==> src/rtl/cycapuf_eval_ctrl.sv <==
// Controlled-evaluation wrapper around a bank of cyclic arbiter PUF instances.
//
// A challenge is accepted through a valid/ready handshake and then evaluated VOTES
// times. Each evaluation seeds the cyclic challenge bits from the latched challenge,
// lets the arbiters settle, captures them, and optionally feeds the captured
// outputs back (bit-reversed, XORed with the challenge) for ROUNDS extra rounds.
// The XOR of all arbiter outputs at the last capture of each evaluation is one
// vote. The majority vote and a "votes disagreed" flag are returned through a
// second valid/ready handshake.
//
// Ports:
//   clk         system clock
//   rst_n       asynchronous active-low reset
//   chal        challenge, sampled only on the chal_valid/chal_ready handshake
//   chal_valid  challenge offered
//   chal_ready  idle, a challenge will be accepted
//   resp        majority-voted response bit
//   vote_cnt    number of evaluations that produced 1
//   unstable    votes were not unanimous
//   resp_valid  resp/vote_cnt/unstable valid
//   resp_ready  collector accepts the response
//   busy        evaluation in progress
//
// Each g_apuf instance and the feedback nets are meant to be preserved by
// synthesis constraints so that symmetric arbiter paths are not merged.
module cycapuf_eval_ctrl #(
  parameter int unsigned CHAL_W  = 37,
  parameter int unsigned CYC_W   = 25,
  parameter int unsigned NUM_PUF = 37,
  parameter int unsigned ROUNDS  = 1,
  parameter int unsigned SETTLE  = 4,
  parameter int unsigned VOTES   = 3
) (
  input  logic              clk,
  input  logic              rst_n,
  input  logic [CHAL_W-1:0] chal,
  input  logic              chal_valid,
  output logic              chal_ready,
  output logic              resp,
  output logic [3:0]        vote_cnt,
  output logic              unstable,
  output logic              resp_valid,
  input  logic              resp_ready,
  output logic              busy
);

  localparam int unsigned RndW    = (ROUNDS > 0) ? $clog2(ROUNDS + 1) : 1;
  localparam int unsigned SettleW = (SETTLE > 1) ? $clog2(SETTLE + 1) : 1;

  typedef enum logic [2:0] {
    StIdle,
    StInit,
    StSettle,
    StCapture,
    StDone
  } state_e;

  state_e              state_q, state_d;
  logic [CHAL_W-1:0]   ch_q, ch_d;
  logic [CYC_W-1:0]    cycle_q, cycle_d;
  logic [CYC_W-1:0]    cycle_fb;
  logic [RndW-1:0]     round_q, round_d;
  logic [SettleW-1:0]  settle_q, settle_d;
  logic [3:0]          vidx_q, vidx_d;
  logic [3:0]          vcnt_q, vcnt_d;
  logic                resp_q, resp_d;
  logic                unst_q, unst_d;
  logic [NUM_PUF-1:0]  puf_out;
  logic                puf_par;

  // Arbiter bank. Each instance is modelled behaviourally as X ^ ^Chal; the
  // physical design replaces this body with the hand-placed arbiter chain.
  for (genvar i = 0; i < NUM_PUF; i++) begin : g_apuf
    logic [CHAL_W-1:0] apuf_chal;
    if (CYC_W == CHAL_W) begin : g_full_cyc
      assign apuf_chal = cycle_q;
    end else begin : g_part_cyc
      assign apuf_chal = {ch_q[CHAL_W-1:CYC_W], cycle_q};
    end
    assign puf_out[i] = cycle_q[i % CYC_W] ^ (^apuf_chal);
  end

  // puf_out is only ever consumed on the CAPTURE transition below.
  assign puf_par = ^puf_out;

  // Feedback: bit-reversed arbiter outputs XORed into the original challenge bits.
  always_comb begin
    cycle_fb = '0;
    for (int j = 0; j < int'(CYC_W); j++) begin
      cycle_fb[j] = ch_q[j] ^ puf_out[int'(CYC_W) - 1 - j];
    end
  end

  always_comb begin
    state_d  = state_q;
    ch_d     = ch_q;
    cycle_d  = cycle_q;
    round_d  = round_q;
    settle_d = settle_q;
    vidx_d   = vidx_q;
    vcnt_d   = vcnt_q;
    resp_d   = resp_q;
    unst_d   = unst_q;

    unique case (state_q)
      StIdle: begin
        if (chal_valid) begin
          ch_d    = chal;
          vcnt_d  = '0;
          vidx_d  = '0;
          state_d = StInit;
        end
      end
      StInit: begin
        cycle_d  = ch_q[CYC_W-1:0];
        round_d  = '0;
        settle_d = '0;
        state_d  = StSettle;
      end
      StSettle: begin
        if (settle_q == SettleW'(SETTLE - 1)) begin
          settle_d = '0;
          state_d  = StCapture;
        end else begin
          settle_d = settle_q + 1'b1;
        end
      end
      StCapture: begin
        if (int'(round_q) < int'(ROUNDS)) begin
          cycle_d = cycle_fb;
          round_d = round_q + 1'b1;
          state_d = StSettle;
        end else begin
          if (vcnt_q != 4'd15) begin
            vcnt_d = vcnt_q + {3'b000, puf_par};
          end
          if (int'(vidx_q) < int'(VOTES) - 1) begin
            vidx_d  = vidx_q + 1'b1;
            state_d = StInit;
          end else begin
            // resp/unstable only change on entry to DONE so they persist
            // across the idle period after the handshake.
            resp_d  = (vcnt_d > 4'(VOTES / 2));
            unst_d  = (vcnt_d != 4'd0) && (vcnt_d != 4'(VOTES));
            state_d = StDone;
          end
        end
      end
      StDone: begin
        if (resp_ready) begin
          state_d = StIdle;
        end
      end
      default: state_d = StIdle;
    endcase
  end

  always_ff @(posedge clk or negedge rst_n) begin
    if (!rst_n) begin
      state_q  <= StIdle;
      ch_q     <= '0;
      cycle_q  <= '0;
      round_q  <= '0;
      settle_q <= '0;
      vidx_q   <= '0;
      vcnt_q   <= '0;
      resp_q   <= 1'b0;
      unst_q   <= 1'b0;
    end else begin
      state_q  <= state_d;
      ch_q     <= ch_d;
      cycle_q  <= cycle_d;
      round_q  <= round_d;
      settle_q <= settle_d;
      vidx_q   <= vidx_d;
      vcnt_q   <= vcnt_d;
      resp_q   <= resp_d;
      unst_q   <= unst_d;
    end
  end

  assign chal_ready = (state_q == StIdle);
  assign resp_valid = (state_q == StDone);
  assign busy       = (state_q != StIdle) && (state_q != StDone);
  assign resp       = resp_q;
  assign unstable   = unst_q;
  assign vote_cnt   = vcnt_q;

endmodule

==> config.mk <==
export PLATFORM = sky130hd
export DESIGN_NAME = cycapuf_eval_ctrl
export DESIGN_NICKNAME = d
export VERILOG_FILES = /design/src/rtl/cycapuf_eval_ctrl.sv
export SDC_FILE = /design/constraint.sdc
export NUM_CORES = 1
export LEC_CHECK = 0
export CAP_MARGIN = 20
export CELL_PAD_IN_SITES_DETAIL_PLACEMENT = 0
export CELL_PAD_IN_SITES_GLOBAL_PLACEMENT = 1
export CORE_AREA = 2 2 104 106
export CTS_BUF_LIST = sky130_fd_sc_hd__clkbuf_2
export DETAILED_ROUTE_END_ITERATION = 8
export DIE_AREA = 0 0 106 108
export GPL_ROUTABILITY_DRIVEN = 1
export PLACE_DENSITY = 0.85
export SLEW_MARGIN = 0
export SYNTH_ARGS = -nofsm -noshare
export SYNTH_HDL_FRONTEND = slang
export SYNTH_SLANG_ARGS = --single-unit
==> constraint.sdc <==
create_clock -name clk -period 2.9 [get_ports clk]
set_input_delay 0.29 -clock clk [delete_from_list [all_inputs] [get_ports clk]]
set_output_delay 0.29 -clock clk [all_outputs]
set_load 0.02 [all_outputs]
==> results.toml <==
[timing]
relSlewSlack_pct = 53.8
clock.fmax_ghz = 0.372
hold_violations = 0
worst_clock_skew_ns = 0.0280
setup_viol = 0
rsz0062_at_grt = "false"
fin_tns_setup_ns = 0
worst_slew_pin_slew_ns = 0.692
slew_violations = 0
finalCritPeriodShare_pct = 92.6
period_needed_ns = 2.69

[die]
fp.coreArea_sq_mm = 0.0102
rows = 37
die-area_sq_mm = 0.0114
die_h_microns = 108
die_w_microns = 106
start_util_pct = 44.3
io_pins = 50

[critical_path]
regToRegSetupSlack_ns = 0.21
crit_family = "XOR/XNOR gates"
critical_path_depth = 11
cp.required_ns = 3.33
path_max_fanout = 3
r2r_cells = 11
critical_path_arrival_ns = 3.11
crit_path_end_kind = "register"
crit_slowest_cell = "dfrtp_1"
slowest_delay_ns = 0.47
worst-path-buf-inv = 0
cp-start-kind = "register"
crit_chain = "xnor2_1 -> xnor2_1 -> xnor2_1 -> xnor3_1 -> ha_1 -> ha_1 -> nor2_1 -> a21oi_1 -> o32ai_1 -> o211ai_1 -> o21a_1"
criticalPathCategory = "register to register"
critPathMostFrequentCell = "xnor2_1"

[placed_design]
place.gp.congestion = 0.756
hpwl_mm = 6.10
numPortBuffers = 49

[grt]
grt_pass1_wl_mm = 15.0
gr-total-overflow = 0
grtUsageTotal_pct = 16.6
grt_max_degree = 80
grt_pass1_vias = 3166
antenna_found_initial = 1

[clock_network]
clk_latency_ns = 0.53
cts_setup_buffers = 0
cts_tree = "done"
clock_sinks = 79
clockBufferDepth = 2
htreeDepth = 3
cts_root_buf = "clkbuf_2"
numCtsBuffers = 9
clk_pin_slew_ns = 0.22

[finish]
nFillCells = 930
final_nets = 542
area_delta_synth_final_pct = 16.4
final-seq-area_sq_mm = 0.00198
multi_input_comb_area_sq_mm = 0.00239
fin_util_pct = 51.6
drive_gt1_share_pct = 9.00

[yosys]
syn_avg_cell_area_sq_um = 9.97
ys_types = 39
async_reset_ff_share_pct = 100
synth_nets = 500
synth_edf_count = 0
syn_inst = 455
synth_ff_type = "dfrtp_1"
synth.yosys.seq_area_share_pct = 43.6
yosysWarnings = 0
netlist_area_sq_mm = 0.00453
ys_ff_latch = 79

[routing]
routed_via_density = 5.05
drc_errors = 0
drt_iter0_drc = 171
avgRoutedWirePerCell_microns = 14.2
vias = 3217
drtPass1Iterations = 4
drt_wl_total_mm = 9.08
ant_nets = 0

[hold_path]
min_path_type = "input port to asynchronous set/reset pin"

[job]
max_cap_violations = 0

[run_status]
outcome = "finished clean"
-- cells by family (layout without fill, tap and decap cells) --
family | count (synthesis) | after routing | synth area share (%)
and+or+nand+nor | 205 | 205 | 19.5
muxes | 4 | 4 | 0.911
xor gates and xnor gates | 60 | 60 | 19.3
buffers and inverters | 32 | 77 | 3.64
other | 0 | 1 | 0
DFF | 79 | 79 | 43.6
AOI/OAI and AO/OA | 71 | 71 | 11.9
adders and majority gates | 4 | 4 | 1.10
-- worst paths after layout --
check | from | to
max in group asynchronous | rst_n | ch_q[8]$_DFFE_PN0P_
worst min register to register | vidx_q[3]$_DFFE_PN0P_ | vidx_q[3]$_DFFE_PN0P_
min in group clk | chal[14] | ch_q[14]$_DFFE_PN0P_
worst max register to register | cycle_q[4]$_DFFE_PN0P_ | unstable$_DFFE_PN0P_
worst max-delay path | cycle_q[4]$_DFFE_PN0P_ | unstable$_DFFE_PN0P_
worst min-delay path | rst_n | settle_q[2]$_DFFE_PN0P_
-- cell type report --
cell class              instances  area share [%]
diodes                          1          0.0474
clock inverters                 4            1.37
clock buffers                  10           0.948
well taps                     136            3.22
repair buffers                 58            11.3
inverters                       5           0.355
multi-input cells             344            45.4
flip-flops and latches         79            37.4
-- per-stage QoR --
step	hold slack, ns	std cells	setup slack (ns)	instance area, sq um
3_5_place_dp	0.477	620	0.182	5110
2_1_floorplan	-0.00559	455	0.299	4530
6_report	0.0942	637	0.214	5280
3_3_place_gp	0.474	620	0.309	5110
5_1_grt	0.0741	637	0.0358	5280
4_1_cts	0.222	635	0.0955	5250
-- worst register-to-register path: stages, from the launching register on --
cell and delay (ns):
dfrtp_1 0.47, xnor2_1 0.15, xnor2_1 0.22, xnor2_1 0.16
xnor3_1 0.47, ha_1 0.25, ha_1 0.22, nor2_1 0.10
a21oi_1 0.05, o32ai_1 0.21, o211ai_1 0.15, o21a_1 0.13
-- flip-flops by register name (all words and copies together) (netlist names) --
signal	cells
unstable	1
settle_q	3
vidx_q	4
round_q	1
ch_q	37
cycle_q	25
vote_cnt	4
resp	1
state_q	3
-- per-layer routing --
layer | wire length, microns | track usage (%)
met1 | 4240 | 22.3
met2 | 4370 | 27.1
met3 | 281 | 3.19
met4 | 178 | 6.30
met5 | 0 | 0
-- Yosys cell counts (5+ instances only) --
library cell  count  area share, %
xnor3_1          25             12
xnor2_1          28            5.4
nand3_1           5           0.55
inv_1             5           0.41
clkbuf_1         22            1.8
and3_1           25            3.4
xor2_1            6            1.2
a21oi_1          30            3.3
dfrtp_1          79             44
nor2_1           15            1.2
o31ai_2          18            5.0
nand2_1         143             12
o21ai_0           5           0.55
o31ai_1           6           0.99
-- layout by cell type (no fill, tap or decap), types with 10 or more instances in the layout --
master / Yosys / final
nand2_1: 143 / 142
dfrtp_1: 79 / 79
clkdlybuf4s50_1: 0 / 48
a21oi_1: 30 / 30
xnor2_1: 28 / 28
xnor3_1: 25 / 25
and3_1: 25 / 25
o31ai_2: 18 / 18
nor2_1: 15 / 15
clkbuf_2: 0 / 10
-- timing repair --
item,4_1_cts,5_1_grt
endpoints found under the hold margin,79,0
hold buffers,1,0
setup endpoints to repair,0,1
resized for setup,0,1
Power is not shown: default switching activity piles up to over one toggle a cycle in this logic, so the estimate is an artifact.
